==> src/rtl/serial_frame_receiver.sv <==
// Responder for the 19-bit serial address/data link: oversamples InD/InC, decodes
// address and data, drives the ack slots on an address match, reports each frame.
`timescale 1ns/1ps
module serial_frame_receiver #(
    parameter logic [6:0] OWN_ADDR    = 7'h2A,
    parameter logic [6:0] ADDR_MASK   = 7'h7F,
    parameter int         SYNC_STAGES = 2,
    parameter int         TIMEOUT     = 1024
) (
    input  logic       clk_in,
    input  logic       reset_n,
    input  logic       InD,
    input  logic       InC,
    output logic [6:0] A_out,
    output logic [7:0] D_out,
    output logic       Valid,
    output logic       AddrMatch,
    output logic       AckD,
    output logic       AckOE,
    output logic       Busy,
    output logic       FrameErr
);

    localparam int CW = $clog2(TIMEOUT + 1);

    localparam logic [2:0] ST_IDLE = 3'd0;
    localparam logic [2:0] ST_ADDR = 3'd1;
    localparam logic [2:0] ST_ACK1 = 3'd2;
    localparam logic [2:0] ST_DATA = 3'd3;
    localparam logic [2:0] ST_ACK2 = 3'd4;
    localparam logic [2:0] ST_STOP = 3'd5;

    logic [SYNC_STAGES-1:0] ind_sync;
    logic [SYNC_STAGES-1:0] inc_sync;
    logic                   inc_prev;
    logic                   ind_s;
    logic                   strobe;

    logic [2:0]    state;
    logic [2:0]    bit_cnt;
    logic [6:0]    shift_addr;
    logic [7:0]    shift_data;
    logic [CW-1:0] tcnt;
    logic          timeout;
    logic          match;

    // Synchronisers preset to 1 so a reset release never looks like an InC edge.
    // NOTE: sequential state uses non-blocking assignments so every flop samples pre-edge values.
    always_ff @(posedge clk_in or posedge reset_n) begin
        if (reset_n) begin
            ind_sync <= '1;
            inc_sync <= '1;
            inc_prev <= 1'b1;
        end else begin
            ind_sync <= {ind_sync[SYNC_STAGES-2:0], InD};
            inc_sync <= {inc_sync[SYNC_STAGES-2:0], InC};
            inc_prev <= inc_sync[SYNC_STAGES-1];
        end
    end

    assign ind_s   = ind_sync[SYNC_STAGES-1];
    assign strobe  = inc_sync[SYNC_STAGES-1] & ~inc_prev;
    assign Busy    = (state != ST_IDLE);
    assign AckD    = 1'b0;
    assign timeout = Busy && (tcnt == CW'(TIMEOUT - 1));
    assign match   = ((({shift_addr[5:0], ind_s}) ^ OWN_ADDR) & ADDR_MASK) == 7'd0;

    // Timeout wins over a strobe in the same cycle; ack-slot samples never steer the FSM.
    always_ff @(posedge clk_in or posedge reset_n) begin
        if (reset_n) begin
            state      <= ST_IDLE;
            bit_cnt    <= 3'd0;
            shift_addr <= 7'd0;
            shift_data <= 8'd0;
            tcnt       <= '0;
            A_out      <= 7'd0;
            D_out      <= 8'd0;
            Valid      <= 1'b0;
            AddrMatch  <= 1'b0;
            AckOE      <= 1'b0;
            FrameErr   <= 1'b0;
        end else begin
            Valid    <= 1'b0;
            FrameErr <= 1'b0;
            if (timeout) begin
                state      <= ST_IDLE;
                FrameErr   <= 1'b1;
                AckOE      <= 1'b0;
                AddrMatch  <= 1'b0;
                tcnt       <= '0;
                bit_cnt    <= 3'd0;
                shift_addr <= 7'd0;
                shift_data <= 8'd0;
            end else if (strobe) begin
                tcnt <= '0;
                case (state)
                    ST_IDLE: begin
                        if (!ind_s) begin
                            state   <= ST_ADDR;
                            bit_cnt <= 3'd6;
                        end
                    end
                    ST_ADDR: begin
                        shift_addr <= {shift_addr[5:0], ind_s};
                        if (bit_cnt == 3'd0) begin
                            AddrMatch <= match;
                            AckOE     <= match;
                            state     <= ST_ACK1;
                        end else begin
                            bit_cnt <= bit_cnt - 3'd1;
                        end
                    end
                    ST_ACK1: begin
                        AckOE   <= 1'b0;
                        bit_cnt <= 3'd7;
                        state   <= ST_DATA;
                    end
                    ST_DATA: begin
                        shift_data <= {shift_data[6:0], ind_s};
                        if (bit_cnt == 3'd0) begin
                            AckOE <= AddrMatch;
                            state <= ST_ACK2;
                        end else begin
                            bit_cnt <= bit_cnt - 3'd1;
                        end
                    end
                    ST_ACK2: begin
                        AckOE <= 1'b0;
                        state <= ST_STOP;
                    end
                    ST_STOP: begin
                        if (ind_s) begin
                            FrameErr <= 1'b1;
                        end else if (AddrMatch) begin
                            A_out <= shift_addr;
                            D_out <= shift_data;
                            Valid <= 1'b1;
                        end
                        AddrMatch <= 1'b0;
                        state     <= ST_IDLE;
                    end
                    default: state <= ST_IDLE;
                endcase
            end else if (Busy) begin
                tcnt <= tcnt + 1'b1;
            end
        end
    end

endmodule

==> config.mk <==
export PLATFORM = sky130hd
export DESIGN_NAME = serial_frame_receiver
export DESIGN_NICKNAME = d
export VERILOG_FILES = /design/src/rtl/serial_frame_receiver.sv
export SDC_FILE = /design/constraint.sdc
export NUM_CORES = 1
export LEC_CHECK = 0
export ABC_AREA = 1
export BUFFER_PORTS_ARGS = -buffer_cell sky130_fd_sc_hd__clkbuf_2
export CAP_MARGIN = 20
export CORE_MARGIN = 5
export CORE_UTILIZATION = 57
export DETAILED_ROUTE_END_ITERATION = 6
export HOLD_SLACK_MARGIN = 0.1
export PLACE_DENSITY = 0.77
export SKIP_LAST_GASP = 1
export SLEW_MARGIN = 10
export SYNTH_ARGS = -nofsm -noshare
export SYNTH_HDL_FRONTEND = slang
export SYNTH_SLANG_ARGS = --single-unit
export TNS_END_PERCENT = 1
==> constraint.sdc <==
create_clock -name clk_in -period 2.6 [get_ports clk_in]
set_input_delay 0.26 -clock clk_in [delete_from_list [all_inputs] [get_ports clk_in]]
set_output_delay 0.26 -clock clk_in [all_outputs]
set_load 0.03 [all_outputs]
==> load_flow_metrics.sql <==
INSERT INTO impl_metrics (metric_group, metric, value, unit) VALUES
('clock_network', 'cts-buffers-inserted', '5', ''),
('worst_setup_path', 'critPathBufInv', '1', ''),
('finish', 'leading_cell_types_in_the_layout_fill_and_taps_excluded', 'nand2_1, inv_1, dfrtp_1', ''),
('power', 'cellPowerDensity', '816', 'nW/µm²'),
('global_routing', 'maximum_number_of_pins_on_one_net_before_global_route_repair', '30', ''),
('worst_setup_path', 'critical_path.max_fanout', '29', ''),
('clock_network', 'clock_path_buffers', '2', ''),
('worst_setup_path', 'cp_data_arrival_time', '2250', 'ps'),
('yosys', 'synthCells', '321', ''),
('timing', 'period_share', '78.8', '%'),
('place', 'globalplace.congestion', '0.903', ''),
('timing', 'final.hold.worst_slack', '361', 'ps'),
('yosys', 'synth_nets', '328', ''),
('detailed_routing', 'route.vias.total', '2083', ''),
('yosys', 'syn-mean-instance-area', '8.56', 'µm²'),
('finish', 'fin_nets', '358', ''),
('worst_setup_path', 'cells_along_the_critical_path', 'ha_1, nand2_1, nor2_4, nand4_4, nand2_2, inv_1, nand2_1, nand2_1', ''),
('yosys', 'synth_top_cell_area_share', '46.5', '%'),
('place', 'detailedPlacementHpwl', '3730', 'µm'),
('timing', 'finalCriticalPeriod', '2050', 'ps'),
('die', 'core_area', '4690', 'µm²'),
('global_routing', 'grt_pass1_wl', '9000', 'µm'),
('place', 'placed_cells', '395', ''),
('place', 'port_buffers', '23', ''),
('finish', 'layout.core_utilization', '65.1', '%'),
('timing', 'final_max_slew_viol_count', '0', ''),
('timing', 'timing.final.hold_violations', '0', ''),
('worst_setup_path', 'max_stage_delay_on_crit_path', '500', 'ps'),
('worst_setup_path', 'critical-path-slowest-cell', 'nand2_2', ''),
('die', 'chipWidth', '79.4', 'µm'),
('detailed_routing', 'dr.first_iter.drc_count', '137', ''),
('yosys', 'count_of_yosys_warnings_during_synthesis', '0', ''),
('yosys', 'synthTopCellsByArea', 'dfrtp_1, nand2_1, inv_1', ''),
('worst_setup_path', 'timing.setup.critical_path_class', 'reg2reg', ''),
('timing', 'grt_setup_unrepaired', 'false', ''),
('worst_setup_path', 'worstSetupStartpointType', 'flip-flop', ''),
('detailed_routing', 'drt_pass1_iterations', '4', ''),
('die', 'floorplan.die_area', '6310', 'µm²'),
('yosys', 'mappedNetlistArea', '2750', 'µm²'),
('clock_network', 'clock-sinks', '56', ''),
('clock_network', 'cts_root_buf', 'clkbuf_8', ''),
('finish', 'antenna-diode-count', '0', ''),
('run', 'max-cap-violations', '0', ''),
('die', 'rows', '25', ''),
('hold_path', 'timing.hold.worst.class', 'reg2reg', ''),
('detailed_routing', 'antenna_violating_nets_post_route', '0', ''),
('outcome', 'status', 'complete, no violations', ''),
('detailed_routing', 'postRouteWirelength', '5030', 'µm'),
('global_routing', 'gr-total-overflow', '0', ''),
('detailed_routing', 'residual_drc', '0', ''),
('global_routing', 'first_global_vias', '2029', ''),
('yosys', 'synth.ff_latch_count', '56', ''),
('finish', 'fin_cells', '406', ''),
('global_routing', 'grt_usage', '18.2', '%'),
('yosys', 'synth.yosys.seq_area_share', '51.3', '%'),
('clock_network', 'cts.clk_slew.worst_paths', '100', 'ps'),
('power', 'p_leak', '1.60', 'nW'),
('finish', 'mostFrequentLayoutCell', 'nand2_1', ''),
('global_routing', 'antenna_found_initial', '0', ''),
('detailed_routing', 'drt-wirelength-per-cell', '12.4', 'µm'),
('worst_setup_path', 'crit_top_cell', 'nand2_1', ''),
('timing', 'finalSetupTns', '0', 'ps'),
('clock_network', 'clock_insertion_delay_worst_skew', '310', 'ps'),
('timing', 'worst-slew-pin-transition', '512', 'ps'),
('finish', 'syn2layout_area_growth', '11.2', '%'),
('detailed_routing', 'post_drt_via_cell_ratio', '5.13', ''),
('timing', 'setup_viol', '0', ''),
('yosys', 'ys_types', '30', ''),
('yosys', 'synth_area_leader_cell', 'dfrtp_1', ''),
('worst_setup_path', 'worst_setup_path_end_kind', 'flip-flop', ''),
('die', 'initial_utilization', '58.5', '%'),
('timing', 'timing.clock.skew', '8.46', 'ps'),
('finish', 'layout-drive-gt1-share', '19.9', '%'),
('die', 'dieHeight', '79.4', 'µm'),
('clock_network', 'cts_tree', 'built', ''),
('worst_setup_path', 'critical_path.top_delay_family', 'simple AND/OR/NAND/NOR gates', ''),
('timing', 'maxSlewHeadroom', '65.8', '%'),
('die', 'io_pins', '25', ''),
('clock_network', 'clock_tree.htree_level_count', '2', ''),
('timing', 'max_freq', '488', 'MHz'),
('clock_network', 'post-cts-setup-buffer-count', '0', ''),
('worst_setup_path', 'timing.critical_path.required', '2810', 'ps'),
('power', 'peakVddDrop', '0.472', 'mV');
power by group:
part           switching [mW]  leakage [nW]  internal, mW
combinational           0.488         0.789         0.233
clock                   0.272        0.0654         0.385
sequential              0.108         0.747          1.00
total                   0.868          1.60          1.62
final timing paths:
kind | startpoint | end | slack (ps) | cells after the start
min reg2reg | inc_sync[0]$_DFF_PP1_ | inc_sync[1]$_DFF_PP1_ | 360 | 0
max reg2reg | tcnt[0]$_DFFE_PP0P_ | D_out[0]$_DFFE_PP0P_ | 550 | 8
min | inc_sync[0]$_DFF_PP1_ | inc_sync[1]$_DFF_PP1_ | 360 | 0
max | tcnt[0]$_DFFE_PP0P_ | D_out[0]$_DFFE_PP0P_ | 550 | 8
max in group asynchronous | reset_n | bit_cnt[2]$_DFFE_PP0P_ | 1460 | 4
min in group asynchronous | reset_n | tcnt[2]$_DFFE_PP0P_ | 510 | 3
synthesized netlist by cell type:
| cell type | instances |
|---|---|
| nor2_1 | 30 |
| nand2_2 | 3 |
| buf_4 | 1 |
| a21oi_1 | 10 |
| dfrtp_1 | 51 |
| o31ai_1 | 1 |
| a31oi_1 | 12 |
| inv_2 | 4 |
| buf_2 | 1 |
| conb_1 | 1 |
| buf_6 | 3 |
| nand3_1 | 15 |
| nand2_1 | 68 |
| nand4_4 | 1 |
| nand4_1 | 4 |
| nor3_2 | 1 |
| nand2_4 | 5 |
| nor2_4 | 5 |
| nor3b_1 | 2 |
| nor3_1 | 5 |
| dfstp_2 | 5 |
| nor2_2 | 4 |
| nor4_1 | 1 |
| o21ai_0 | 15 |
| o21ai_1 | 7 |
| nand3_2 | 3 |
| inv_1 | 54 |
| buf_8 | 1 |
| ha_1 | 3 |
| o21ai_2 | 5 |
cells by family after synthesis:
kind of cell               share of synthesized area, %
buffers and inverters                              10.2
other                                             0.137
DFF                                                51.3
AOI/OAI and AO/OA                                  10.4
adders and majority gates                          1.37
and+or+nand+nor                                    26.7
layer usage:
layer  part of all wire (%)  up-vias  GRT usage (%)
li1                       -     1075              -
met1                     49      949           23.4
met2                     45       46           29.7
met3                    4.0       13           2.93
met4                    2.7        0           9.11
met5                      0        -              0
registers in the layout, summed over array words and instances (netlist names):
signal and flops:
AckOE 1, inc_prev 1, bit_cnt 3, shift_data 8, FrameErr 1, shift_addr 7, ind_sync 2, tcnt 11
Valid 1, state 3, AddrMatch 1, D_out 8, A_out 7, inc_sync 2
final cells by class:
cell class	count	area [µm²]
fill	390	1640
sequential	56	1410
multi-input combinational	201	1060
inverter	58	218
timing repair buffer	29	168
clock buffer	6	72.6
tap	54	67.6
clock inverter	2	60.1
per-stage QoR:
stage	setup WS, ps	total power, mW	cell area (µm²)
after CTS	506	2.50	3050
after floorplan	977	1.67	2750
after global placement	622	1.81	2890
after detailed placement	523	1.84	2890
after global routing	326	2.67	3050
final	550	2.49	3050
timing repair:
| item | 4_1_cts | 5_1_grt |
|---|---|---|
| resized for setup | 0 | 0 |
| hold buffers | 3 | 0 |
| endpoints found under the hold margin | 18 | 0 |
| endpoints found under the setup margin | 0 | 0 |
Note: power is estimated with default switching activity, not from simulation.
